<file path="src/rtl/collision_manager.sv">
// Per-frame collision detector: accumulates pixel overlaps, reports them as one-cycle pulses after startOfFrame, keeps a saturating score.
// Frame results and score appear 1 cycle after startOfFrame; singleHitPulse 1 cycle after the first colliding pixel of a frame.
module collision_manager #(
  parameter int NUM_SHOTS   = 3,
  parameter int NUM_ENEMIES = 4,
  parameter int SCORE_W     = 8
) (
  input  logic                   clk,
  input  logic                   resetN,
  input  logic                   startOfFrame,
  input  logic                   clearScore,
  input  logic                   drawing_request_player,
  input  logic                   drawing_request_tower,
  input  logic [NUM_SHOTS-1:0]   drawing_request_shot,
  input  logic [NUM_ENEMIES-1:0] drawing_request_enemy,
  output logic [NUM_SHOTS-1:0]   shotEnemyHit,
  output logic [NUM_ENEMIES-1:0] enemyHit,
  output logic [NUM_SHOTS-1:0]   shotTowerHit,
  output logic                   playerTowerHit,
  output logic                   singleHitPulse,
  output logic [SCORE_W-1:0]     score
);

  localparam int CNT_W = $clog2(NUM_ENEMIES + 1);
  localparam int SUM_W = SCORE_W + CNT_W;

  logic [NUM_SHOTS-1:0]   pix_shot_enemy, pix_shot_tower;
  logic [NUM_ENEMIES-1:0] pix_enemy;
  logic                   pix_player_tower, any_pix;

  logic [NUM_SHOTS-1:0]   acc_shot_enemy, acc_shot_tower;
  logic [NUM_ENEMIES-1:0] acc_enemy;
  logic                   acc_player_tower, hit_flag;

  logic [CNT_W-1:0]   hit_cnt;
  logic [SUM_W-1:0]   score_sum;
  logic [SCORE_W-1:0] score_sat;

  assign pix_shot_enemy   = drawing_request_shot & {NUM_SHOTS{|drawing_request_enemy}};
  assign pix_enemy        = drawing_request_enemy & {NUM_ENEMIES{|drawing_request_shot}};
  assign pix_shot_tower   = drawing_request_shot & {NUM_SHOTS{drawing_request_tower}};
  assign pix_player_tower = drawing_request_player & drawing_request_tower;
  assign any_pix          = (|pix_shot_enemy) | (|pix_shot_tower) | pix_player_tower;

  always_comb begin
    hit_cnt = '0;
    for (int e = 0; e < NUM_ENEMIES; e++) begin
      hit_cnt = hit_cnt + CNT_W'(acc_enemy[e]);
    end
  end

  // Any carry past SCORE_W bits means the score is pinned at all-ones.
  assign score_sum = SUM_W'(score) + SUM_W'(hit_cnt);
  assign score_sat = (|score_sum[SUM_W-1:SCORE_W]) ? {SCORE_W{1'b1}} : score_sum[SCORE_W-1:0];

  always_ff @(posedge clk or negedge resetN) begin
    if (!resetN) begin
      acc_shot_enemy   <= '0;
      acc_enemy        <= '0;
      acc_shot_tower   <= '0;
      acc_player_tower <= 1'b0;
      shotEnemyHit     <= '0;
      enemyHit         <= '0;
      shotTowerHit     <= '0;
      playerTowerHit   <= 1'b0;
      hit_flag         <= 1'b0;
      singleHitPulse   <= 1'b0;
      score            <= '0;
    end else begin
      if (startOfFrame) begin
        // The boundary pixel already belongs to the new frame.
        shotEnemyHit     <= acc_shot_enemy;
        enemyHit         <= acc_enemy;
        shotTowerHit     <= acc_shot_tower;
        playerTowerHit   <= acc_player_tower;
        acc_shot_enemy   <= pix_shot_enemy;
        acc_enemy        <= pix_enemy;
        acc_shot_tower   <= pix_shot_tower;
        acc_player_tower <= pix_player_tower;
      end else begin
        shotEnemyHit     <= '0;
        enemyHit         <= '0;
        shotTowerHit     <= '0;
        playerTowerHit   <= 1'b0;
        acc_shot_enemy   <= acc_shot_enemy | pix_shot_enemy;
        acc_enemy        <= acc_enemy | pix_enemy;
        acc_shot_tower   <= acc_shot_tower | pix_shot_tower;
        acc_player_tower <= acc_player_tower | pix_player_tower;
      end

      hit_flag       <= startOfFrame ? any_pix : (hit_flag | any_pix);
      singleHitPulse <= any_pix & (startOfFrame | ~hit_flag);

      if (clearScore) begin
        score <= '0;
      end else if (startOfFrame) begin
        score <= score_sat;
      end
    end
  end

endmodule
</file>
<file path="config.mk">
export PLATFORM = sky130hd
export DESIGN_NAME = collision_manager
export DESIGN_NICKNAME = d
export VERILOG_FILES = /design/src/rtl/collision_manager.sv
export SDC_FILE = /design/constraint.sdc
export NUM_CORES = 1
export LEC_CHECK = 0
export CAP_MARGIN = 20
export CORE_MARGIN = 2
export CORE_UTILIZATION = 30
export DETAILED_ROUTE_END_ITERATION = 8
export REMOVE_ABC_BUFFERS = 1
export SYNTH_ARGS = -nofsm -noshare
export SYNTH_HDL_FRONTEND = slang
export SYNTH_SLANG_ARGS = --single-unit
</file>
<file path="constraint.sdc">
create_clock -name clk -period 3.2 [get_ports clk]
set_clock_uncertainty 0.2 [all_clocks]
set_input_delay 0.8 -clock clk [delete_from_list [all_inputs] [get_ports clk]]
set_output_delay 0.8 -clock clk [all_outputs]
set_load 0.1 [all_outputs]
</file>
==> Word-level counts from Yosys, hierarchy flattened <==
Cells that the tools add are included.
{ "op_classes": {"addsub": 4, "n_reduce_logical": 6, "muxes": 12, "n_bitwise": 14} }
{ "op_table": {"columns": ["operator", "n"], "rows": [
  ["8-bit two-way mux", 3],
  ["3-bit two-way mux", 4],
  ["3-bit OR reduction", 4],
  ["8-bit by 3-bit adder with 9-bit output", 1],
  ["4-bit two-way mux", 2],
  ["3-bit bitwise AND", 2],
  ["3-bit bitwise OR", 2],
  ["1-bit bitwise OR", 5],
  ["4-bit bitwise AND", 1],
  ["4-bit bitwise OR", 1],
  ["4-bit OR reduction", 1],
  ["2-bit by 1-bit adder with 3-bit output", 1],
  ["3-bit by 1-bit adder with 3-bit output", 1],
  ["1-bit two-way mux", 3],
  ["1-bit by 1-bit adder with 2-bit output", 1],
  ["1-bit bitwise AND", 2],
  ["2-bit nonzero test", 1],
  ["1-bit inverter", 1]
]} }
{ "word_totals": {"reg_bits": 32, "out_inout_bits": 20, "elab_cells": 47} }

==> Logic depth before layout (Yosys ltp) <==
Gate-level depths: netlist (run 1).
{ "logic_depth": {"ltp_word": 8, "ltp_mapped": 9} }

==> Worst setup path after synthesis (run 1) <==
No wires, ideal clock.
{ "synth_path": {"path_type": "register to register", "startpoint": "reg score[0]", "endpoint": "reg score[0]", "setup_ps": 96, "path_slack_ps": 74, "path_stages_with_launch": 9, "n_path_buf": 0, "arrival_ps": 2830, "period_less_slack_ps": 3126, "required_time_ps": 2904, "cell_sequence": "dfrtp_1 > fa_1 > inv_1 > fa_1 > inv_1 > fa_1 > nand2_1 > or3_4 > a311oi_2"} }
{ "synth_via": {"elab_chain_cells": 5} }
{ "synth_lines": {"columns": ["item", "line", "rtl"], "rows": [
  ["start: declaration", "21", "output logic [SCORE_W-1:0] score"],
  ["start signal: assignment", "97", "score <= score_sat;"],
  ["8-bit by 3-bit adder with 9-bit output *", "53", "assign score_sum = SUM_W'(score) + SUM_W'(hit_cnt);"],
  ["3-bit OR reduction", "54", "assign score_sat = (|score_sum[SUM_W-1:SCORE_W]) ? {SCORE_W{1'b1}} : score_sum[SCORE_W-1:0];"],
  ["8-bit two-way mux *", "54", null],
  ["8-bit two-way mux *", "96", "end else if (startOfFrame) begin"],
  ["8-bit two-way mux *", "94", "if (clearScore) begin"]
]} }
Mark *: on every way between the ends. The rest lies on a longest branch, timed or not. The select of a mux whose other input is x is not followed.
A chain may end at the register's enable or synchronous reset.

==> Worst setup path after layout (run 1) <==
Same ends and word-level chain as after synthesis.

==> impl_metrics.ini, run 1 <==
[layout]
fillCellCount = 435
drive_above_1_share_pct = 22.42
finish.utilization_pct = 41.17
antenna_cells = 0
finalNetCount = 181
final_common_cell = dfrtp_1
final_cell_mix = dfrtp_1, buf_4, nor2_1
area_growth_pct = 32.37

[hold_path]
hold_depth = 1
worst_hold_startpoint = hit_flag$_DFF_PN0_
min_path_type = flop to flop

[clock_network]
hold_buffers = 0
cts.sinks = 32
cts_tree = built
htree_levels = 2
cts_resized = 0
post-cts-setup-buffers = 0
insertion_delay_ns = 0.27
clk_pin_slew_worst_paths_ns = 0.07
cts_buffers = 5
cts-root-buf = clkbuf_8
cts.path.max_buffers = 2

[critical_path]
crit_required_ns = 3.18
cp-start-kind = flop
critical_path.top_delay_family = adder cells
critical_path.slowest_cell = fa_1
cp.buffers_inverters = 2
cp.depth = 8
crit_arrival_ns = 2.74
crit_start = score[0]$_DFFE_PN0P_
crit_path_max_incr_delay_ns = 0.54
crit_path_max_fanout = 3
r2r_start = score[0]$_DFFE_PN0P_
path_class = flop to flop
path_cells = fa_1, inv_1, fa_1, inv_1, fa_1, nand2_1, or3_4, a311oi_2
crit_top_cell = fa_1
end_kind = flop
worstRegToRegCells = 8

[floorplan]
chipHeight_um = 70.96
dieArea_um2 = 5035
die_x_um = 70.96
rows = 24
start_util_pct = 31.11
ios = 33
coreArea_um2 = 4324

[timing]
slew_violations = 0
tightestPinTransition_ns = 0.4029
slew_headroom_pct = 73.14
rsz0062_at_grt = no
fmax_mhz = 362.1
tns_ns = 0
fin_hold_ws_ns = 0.2515
period_minus_slack_ns = 2.762
hold_viol = 0
min_period_over_period_pct = 86.31
setup_viol = 0
worst_slack_ns = 0.4381

[logic_synthesis]
synth_top_family_by_area = simple AND/OR/NAND/NOR gates
synth_ff_type = dfrtp_1
syn_avg_cell_area_um2 = 10.51
synth-adder-area-share_pct = 5.395
synth_xor_area_share_pct = 0
ys_warn_count = 0
synth_seq_area_share_pct = 59.53
synth-simple-area-share_pct = 15.63
synthMuxAreaShare_pct = 0
ys_async_sr_fraction_pct = 100.0
netlist-cell-type-count = 33
synth_edf_count = 0
synth_seq_cells = 32
synth_compound_area_share_pct = 13.58
synthesis.area_um2 = 1345
synthCells = 128

[power_and_ir_drop]
vdd_ir_drop_max_mv = 0.3603
cellLeakagePower_nw = 0.8732
power-per-cell-area_nw_per_um2 = 620.6

[drt]
postRouteAntennaNets = 0
wl_met3_um = 211
avgViaCountPerCell = 4.705
wl_met1_um = 1412
wl_met2_um = 1303
routed-via-count = 1021
wl_um = 2941
highest_layer = met4
wl_per_cell_um = 13.55
first_pass_iters = 4
drt_iter0_drc = 58
drcViolationCount = 0

[grt]
grt_max_degree = 33
grt_usage_pct = 13.31
antenna_found_initial = 0
grt_pass1_wl_um = 5181
grt_pass1_vias = 1117
grt-ovfl-total = 0

[place]
gp_congestion = 0.8116
port_buffers = 32
hpwlAfterDp_um = 2120
dpl_worst_slack_ns = 0.4533

[status]
status = complete, no violations

[run]
drv_cap = 0
-- path summary, 6_finish.rpt --
check | endpoint | slack, ns
setup / recovery | score[0]$_DFFE_PN0P_ | 0.44
hold / removal | singleHitPulse$_DFF_PN0_ | 0.25
setup reg to reg | score[0]$_DFFE_PN0P_ | 0.44
hold reg to reg | singleHitPulse$_DFF_PN0_ | 0.25
max in group asynchronous | score[6]$_DFFE_PN0P_ | 1.78
min in group asynchronous | acc_shot_enemy[1]$_DFF_PN0_ | 0.72
-- per-layer routing --
layer / global-route usage, % / up-vias
met5: 0 / -
met4: 4.612 / 0
met3: 4.131 / 4
met2: 21.18 / 39
met1: 17.30 / 485
li1: - / 493
-- cells by family (layout without fill, tap and decap cells) --
family                   after synthesis  after routing
AND/OR/NAND/NOR                       44             44
adder cells (fa/ha/maj)                4              4
AO/OA/AOI/OAI                         28             28
buffers and inverters                 20             57
flip-flops                            32             32
-- Yosys cell counts (2+ instances only) --
library cell,instances,share of area (%)
a31oi_1,2,0.93
nor3_1,3,1.1
o21ai_0,11,4.1
a211oi_1,4,2.2
dfrtp_1,32,60
clkbuf_1,3,0.84
fa_1,3,4.5
a21oi_1,3,1.1
nor2_1,18,5.0
nor2b_1,2,0.93
nand2_1,12,3.3
inv_1,14,3.9
-- layout make-up --
cell class / instances / area (µm²) / area share, %
clock buffer: 6 / 72.57 / 4.076
inverter: 15 / 56.30 / 3.162
timing repair buffer: 34 / 285.3 / 16.02
multi-input combinational: 76 / 465.4 / 26.14
sequential: 32 / 800.8 / 44.98
clock inverter: 2 / 35.03 / 1.968
tap: 52 / 65.06 / 3.654
-- state kept, by name, summed over array words and instances, names as in the netlist --
name,flops
score,8
acc_player_tower,1
enemyHit,4
hit_flag,1
acc_shot_tower,3
shotEnemyHit,3
acc_enemy,4
shotTowerHit,3
acc_shot_enemy,3
playerTowerHit,1
singleHitPulse,1
-- stage by stage --
stage,power [mW],std cells,instance area (µm²)
2_1_floorplan,0.6524,123,1323
3_3_place_gp,0.7333,209,1673
3_5_place_dp,0.7404,209,1673
4_1_cts,1.118,217,1780
5_1_grt,1.162,217,1780
6_report,1.105,217,1780
-- power breakdown --
group	leakage, nW	switching [mW]	internal (mW)
Combinational	0.422	0.208	0.0745
Clock	0.0552	0.141	0.231
Sequential	0.396	0.0170	0.434
(Power assumes the default switching activity.)
==> inputs of run 2 (changes only) <==
ABC_CLOCK_PERIOD_IN_PS = 3200   (was unset)
==> results of run 2 <==
The final DEF is identical to that of run 1; final timing and power are the same.
